## config.mk

```make
export PLATFORM = sky130hd
export DESIGN_NAME = ddr4_cmd_scheduler
export DESIGN_NICKNAME = d
export VERILOG_FILES = /design/src/rtl/ddr4_cmd_scheduler.sv
export SDC_FILE = /design/constraint.sdc
export NUM_CORES = 1
export LEC_CHECK = 0
export ABC_CLOCK_PERIOD_IN_PS = 8650
export BUFFER_PORTS_ARGS = -buffer_cell sky130_fd_sc_hd__buf_4
export CAP_MARGIN = 20
export CORE_ASPECT_RATIO = 1.2
export CORE_UTILIZATION = 36
export CTS_CLUSTER_DIAMETER = 120
export CTS_CLUSTER_SIZE = 8
export DETAILED_ROUTE_END_ITERATION = 8
export PLACE_DENSITY = 0.61
export SLEW_MARGIN = 20
export SYNTH_ARGS = -nofsm -noshare
export SYNTH_HDL_FRONTEND = slang
export SYNTH_SLANG_ARGS = --single-unit
```

## constraint.sdc

```tcl
create_clock -name i_clk -period 8.65 [get_ports i_clk]
set_input_delay 1.2975 -clock i_clk [delete_from_list [all_inputs] [get_ports i_clk]]
set_output_delay 1.2975 -clock i_clk [all_outputs]
set_load 0.05 [all_outputs]
```

## src/rtl/ddr4_cmd_scheduler.sv

```systemverilog
// In-order, open-page DDR4 command scheduler: takes one queued request at a time,
// tracks the open row of all 16 banks and issues PRE/ACT/RD/WR while honouring tRCD/tRP/tRAS/CL/CWL.
module ddr4_cmd_scheduler #(
    parameter int T_RCD   = 24,
    parameter int T_RP    = 24,
    parameter int T_RAS   = 52,
    parameter int T_CL    = 24,
    parameter int T_CWL   = 20,
    parameter int T_BURST = 4
) (
    input  logic        i_clk,
    input  logic        i_rst_n,
    input  logic        i_req_valid,
    output logic        o_req_ready,
    input  logic [1:0]  i_req_op,
    input  logic [32:0] i_req_addr,
    output logic        o_cmd_valid,
    output logic [2:0]  o_cmd_type,
    output logic [1:0]  o_cmd_bg,
    output logic [1:0]  o_cmd_bank,
    output logic [14:0] o_cmd_row,
    output logic [10:0] o_cmd_col,
    output logic        o_done_valid,
    output logic [31:0] o_hit_cnt,
    output logic [31:0] o_miss_cnt,
    output logic [31:0] o_conflict_cnt
);

    localparam logic [2:0] CMD_NOP = 3'd0;
    localparam logic [2:0] CMD_ACT = 3'd1;
    localparam logic [2:0] CMD_RD  = 3'd2;
    localparam logic [2:0] CMD_WR  = 3'd3;
    localparam logic [2:0] CMD_PRE = 3'd4;

    typedef enum logic [2:0] {S_IDLE, S_CHECK, S_PRE, S_ACT, S_CAS, S_DATA} state_t;

    state_t      r_state, w_nextState, w_target;
    logic        r_reqReady, r_write, r_cmdValid, r_doneValid;
    logic [1:0]  r_bg, r_bank, r_cmdBg, r_cmdBank;
    logic [14:0] r_row, r_cmdRow;
    logic [10:0] r_col, r_cmdCol;
    logic [2:0]  r_cmdType, w_issueType;
    logic [7:0]  r_wait, w_waitLoad;
    logic [31:0] r_hitCnt, r_missCnt, r_conflictCnt;
    logic [15:0] r_open;
    logic [14:0] r_openRow  [16];
    logic [7:0]  r_rasTimer [16];
    logic        w_handshake, w_issue, w_done;
    logic [3:0]  w_bankIdx;
    logic        w_unusedAddr;

    assign w_bankIdx    = {r_bg, r_bank};
    assign w_handshake  = r_reqReady & i_req_valid;
    assign w_unusedAddr = ^i_req_addr[2:0];

    // CHECK resolves straight into the first command's state so that command can go out on the CHECK edge.
    always_comb begin
        w_target = r_state;
        if (r_state == S_CHECK) begin
            if (!r_open[w_bankIdx])
                w_target = S_ACT;
            else if (r_openRow[w_bankIdx] == r_row)
                w_target = S_CAS;
            else
                w_target = S_PRE;
        end
    end

    always_comb begin
        w_nextState = r_state;
        w_issue     = 1'b0;
        w_issueType = CMD_NOP;
        w_waitLoad  = 8'd0;
        w_done      = 1'b0;
        case (w_target)
            S_IDLE: if (w_handshake) w_nextState = S_CHECK;
            S_PRE: begin
                w_nextState = S_PRE;
                if (r_wait == 8'd0 && r_rasTimer[w_bankIdx] == 8'd0) begin
                    w_issue     = 1'b1;
                    w_issueType = CMD_PRE;
                    w_waitLoad  = 8'(T_RP - 1);
                    w_nextState = S_ACT;
                end
            end
            S_ACT: begin
                w_nextState = S_ACT;
                if (r_wait == 8'd0) begin
                    w_issue     = 1'b1;
                    w_issueType = CMD_ACT;
                    w_waitLoad  = 8'(T_RCD - 1);
                    w_nextState = S_CAS;
                end
            end
            S_CAS: begin
                w_nextState = S_CAS;
                if (r_wait == 8'd0) begin
                    w_issue     = 1'b1;
                    w_issueType = r_write ? CMD_WR : CMD_RD;
                    w_waitLoad  = r_write ? 8'(T_CWL + T_BURST - 1) : 8'(T_CL + T_BURST - 1);
                    w_nextState = S_DATA;
                end
            end
            S_DATA: begin
                w_nextState = S_DATA;
                if (r_wait == 8'd0) begin
                    w_done      = 1'b1;
                    w_nextState = S_IDLE;
                end
            end
            default: w_nextState = S_IDLE;
        endcase
    end

    always_ff @(posedge i_clk or negedge i_rst_n) begin
        if (!i_rst_n)
            r_state <= S_IDLE;
        else
            r_state <= w_nextState;
    end

    always_ff @(posedge i_clk or negedge i_rst_n) begin
        if (!i_rst_n) begin
            r_reqReady    <= 1'b0;
            r_write       <= 1'b0;
            r_bg          <= '0;
            r_bank        <= '0;
            r_row         <= '0;
            r_col         <= '0;
            r_cmdValid    <= 1'b0;
            r_cmdType     <= CMD_NOP;
            r_cmdBg       <= '0;
            r_cmdBank     <= '0;
            r_cmdRow      <= '0;
            r_cmdCol      <= '0;
            r_doneValid   <= 1'b0;
            r_wait        <= '0;
            r_hitCnt      <= '0;
            r_missCnt     <= '0;
            r_conflictCnt <= '0;
        end else begin
            r_reqReady <= (w_nextState == S_IDLE);
            if (w_handshake) begin
                r_write <= (i_req_op == 2'd1);
                r_bg    <= i_req_addr[7:6];
                r_bank  <= i_req_addr[9:8];
                r_row   <= i_req_addr[32:18];
                r_col   <= {i_req_addr[17:10], i_req_addr[5:3]};
            end
            r_cmdValid <= w_issue;
            r_cmdType  <= w_issueType;
            if (w_issue) begin
                r_cmdBg   <= r_bg;
                r_cmdBank <= r_bank;
                r_cmdRow  <= r_row;
                r_cmdCol  <= (w_issueType == CMD_PRE) ? 11'd0 : r_col;
            end
            r_doneValid <= w_done;
            // One shared countdown paces the gap to the next command or to completion.
            if (w_issue)
                r_wait <= w_waitLoad;
            else if (r_wait != 8'd0)
                r_wait <= r_wait - 8'd1;
            if (r_state == S_CHECK) begin
                case (w_target)
                    S_CAS:   if (r_hitCnt != '1) r_hitCnt <= r_hitCnt + 32'd1;
                    S_ACT:   if (r_missCnt != '1) r_missCnt <= r_missCnt + 32'd1;
                    default: if (r_conflictCnt != '1) r_conflictCnt <= r_conflictCnt + 32'd1;
                endcase
            end
        end
    end

    always_ff @(posedge i_clk or negedge i_rst_n) begin
        if (!i_rst_n) begin
            r_open <= '0;
            for (int i = 0; i < 16; i++) begin
                r_openRow[i]  <= '0;
                r_rasTimer[i] <= '0;
            end
        end else begin
            for (int i = 0; i < 16; i++)
                if (r_rasTimer[i] != 8'd0) r_rasTimer[i] <= r_rasTimer[i] - 8'd1;
            if (w_issue && w_issueType == CMD_ACT) begin
                r_open[w_bankIdx]     <= 1'b1;
                r_openRow[w_bankIdx]  <= r_row;
                r_rasTimer[w_bankIdx] <= 8'(T_RAS - 1);
            end
            if (w_issue && w_issueType == CMD_PRE)
                r_open[w_bankIdx] <= 1'b0;
        end
    end

    assign o_req_ready    = r_reqReady;
    assign o_cmd_valid    = r_cmdValid;
    assign o_cmd_type     = r_cmdType;
    assign o_cmd_bg       = r_cmdBg;
    assign o_cmd_bank     = r_cmdBank;
    assign o_cmd_row      = r_cmdRow;
    assign o_cmd_col      = r_cmdCol;
    assign o_done_valid   = r_doneValid;
    assign o_hit_cnt      = r_hitCnt;
    assign o_miss_cnt     = r_missCnt;
    assign o_conflict_cnt = r_conflictCnt;

endmodule

```

==> flow_summary.json <==
{
  "syn_inst": 2618,
  "finalSetupViolCount": 0,
  "io_pins": 170,
  "grt_use_total_pct": 18.7,
  "finalSetupTns_ns": 0,
  "routed_via_density": 5.16,
  "grt_setup_unrepaired": "no",
  "finalNetCount": 2859,
  "switching_power_mw": 3.33,
  "routedWlPerCell_um": 18.3,
  "clock_sink_count": 558,
  "cap_viol_max_count": 0,
  "cts.reportedPaths.clkPinSlew_ns": 0.05,
  "cellPowerDensity_nw_per_um2": 301,
  "drc_errors": 0,
  "core_area_um2": 72300,
  "overflow": 0,
  "avgSynthCellArea_um2": 10.0,
  "post_cts_buffers": 0,
  "hpwl_mm": 42.5,
  "gp_congestion": 0.826,
  "ys_ff_latch": 558,
  "die_h_um": 298,
  "arrival_ns": 5.62,
  "dr_total_vias": 19200,
  "setup.worst_path.start_class": "flop",
  "r2r_slack_ns": 3.52,
  "htreeDepth": 3,
  "cp_max_fo": 46,
  "irDropWorstVdd_v": 0.000177,
  "ys_types": 65,
  "fin_crit_ns": 5.13,
  "sw_frac_of_total_pct": 36.0,
  "synth_area_um2": 26300,
  "hold_path.class": "reg2reg",
  "cts_tree": "yes",
  "drt_iter0_markers": 1459,
  "antennaDiodeCount": 0,
  "synth-edff-count": 0,
  "hold_viol": 0,
  "grt_pass1_wl_mm": 110,
  "slew_headroom_pct": 23.8,
  "antenna_found_initial": 0,
  "fmax_mhz": 195,
  "fin_skew_ns": 0.0235,
  "crit_path_top_delay_cell": "dfrtp_4",
  "finalPower_mw": 9.26,
  "syn_nets": 2692,
  "p_leak_nw": 15.3,
  "numPortBuffers": 166,
  "die_area_um2": 74100,
  "p_int_mw": 5.93,
  "yosysSeqAreaShare_pct": 53.1,
  "ant_nets": 0,
  "p_comb_share_pct": 29.4,
  "drt_first_pass_iters": 5,
  "fillCellCount": 6874,
  "cts_resized": 0,
  "wl_mm": 68.1,
  "postLayoutCoreUtil_pct": 42.5,
  "area_growth_pct": 17.0,
  "fin_crit_sh_pct": 59.3,
  "pwr-share-seq_pct": 40.6,
  "die_w_um": 249,
  "drive_above_1_share_pct": 16.6,
  "holdBufCountCts": 0,
  "grt_pass1_vias": 19400,
  "start_util_pct": 36.4,
  "synthArstFlopShare_pct": 100,
  "regArea_um2": 14000,
  "end_kind": "flop",
  "yosys_warnings": 0,
  "cts_root_buffer": "clkbuf_16",
  "fin_hold_ws_ns": 0.466,
  "clk_latency_ns": 0.63,
  "p_clk_share_pct": 30.0,
  "outcome": "complete, no violations",
  "synth-main-ff-cell": "dfrtp_1",
  "worst-setup-path-type": "reg2reg",
  "cts_buffers": 79,
  "multi_input_area_um2": 11600,
  "grt_start_max_net_pins": 162,
  "required_ns": 9.14,
  "tightest_slew_ns": 1.14,
  "crit_path_max_incr_delay_ns": 0.75,
  "clockBufferDepth": 3,
  "slew_violations": 0,
  "row_count": 108,
  "crit_chain": "buf_4 > mux4_2 > mux4_2 > xnor2_1 > o31ai_1 > a211oi_2 > nand4_4 > o21a_1 > buf_4 > nor2_8 > mux2_2"
}
==> sequential cells by signal (all words and copies together) (netlist names) <==
register        flops
o_req_ready         1
r_open             16
o_cmd_valid         1
r_col              11
o_conflict_cnt     32
r_rasTimer        128
r_row              15
o_cmd_col          11
o_hit_cnt          32
o_cmd_bank          2
r_openRow         240
r_write             1
o_cmd_bg            2
r_wait              8
r_bg                2
o_cmd_row          15
o_miss_cnt         32
r_bank              2
o_cmd_type          3
r_state             3
o_done_valid        1
==> layer usage <==
layer | GRT usage [%] | wire length [um]
met1 | 24.8 | 30100
met2 | 30.8 | 32400
met3 | 3.08 | 3720
met4 | 6.91 | 1860
met5 | 0 | 0
==> cells by family after synthesis <==
family	synth area share, %
AND/OR/NAND/NOR	21.6
flip-flops	53.1
multiplexers	10.8
XOR/XNOR	6.53
buffers and inverters	2.96
AO/OA/AOI/OAI	3.34
adder cells (fa/ha/maj)	1.71
==> cell usage after synthesis (42+ instances only) <==
library cell  count  share of area (%)
a21oi_1          42               0.80
clkbuf_1         97                1.4
dfrtp_1         558                 53
inv_1            55               0.79
mux2_2           80                3.4
mux2i_1          50                1.9
mux4_2           56                4.8
nand2_1         833                 12
nand3_1          71                1.4
nor2_1          158                2.3
nor3_1           59                1.1
xnor2_1         128                4.3
xor2_1           68                2.3
==> cell type report <==
cell class | count | share of cell area (%)
Clock buffer | 83 | 6.51
Tap cell | 935 | 3.80
Clock inverter | 7 | 0.472
Timing Repair Buffer | 216 | 5.43
Multi-Input combinational cell | 1874 | 37.7
Sequential cell | 558 | 45.4
Inverter | 56 | 0.683
==> cell usage in the layout (no fill, tap or decap), types with 4 or more instances in the layout <==
cell type	count
and3_1	29
nand3_1	70
a22oi_1	8
nor4b_1	4
nand4_1	17
nor2_1	157
mux4_2	56
nor4_1	25
nor3_1	57
mux2_2	80
o22a_1	8
nor3_2	6
and2_1	15
o22ai_1	4
nor3b_1	4
inv_1	55
o31ai_1	10
dfrtp_1	555
mux2_1	15
nor2b_1	10
nand2b_1	12
or2_2	4
or3_1	11
mux2i_1	50
nand2_1	832
buf_4	211
xnor2_1	128
clkbuf_16	79
nand3b_1	8
and4_1	13
a21oi_1	42
ha_1	36
or4_1	15
o21ai_0	39
xor2_1	68
clkinv_8	4
==> worst paths after layout <==
path	depth (start not counted)	startpoint	end
min in group asynchronous	1	i_rst_n	o_miss_cnt[22]
worst min register to register	2	r_openRow[13]	r_openRow[13]
max in group asynchronous	2	i_rst_n	r_rasTimer[5]
worst min-delay path	2	r_openRow[13]	r_openRow[13]
worst max-delay path	11	r_bg[1]	o_cmd_row[0]
worst max register to register	11	r_bg[1]	o_cmd_row[0]
==> power groups by stage <==
stage	clock network [mW]	registers [mW]	logic, mW
finish	2.78	3.76	2.72
global route	2.94	3.85	3.03
CTS	2.85	3.76	2.75
detailed placement	0	3.79	2.75
global placement	0	3.78	2.70
floorplan	0	3.79	1.92
==> worst max-delay path, delay by kind of cell (launching register included) <==
kind | cells | cell delay, ns
simple gates | 2 | 0.80
flops | 1 | 0.75
compound gates | 3 | 0.83
xor+xnor | 1 | 0.30
mux | 3 | 1.30
buf+inv | 2 | 0.93
==> stage by stage <==
stage / cells / cell area, um2 / setup WS [ns]
after floorplan: 2618 / 26300 / 5.14
after global placement: 3638 / 28600 / 3.38
after detailed placement: 3638 / 28600 / 3.39
after CTS: 3728 / 30700 / 3.39
after global routing: 3729 / 30800 / 3.14
final: 3729 / 30800 / 3.52
(Power assumes the default switching activity.)
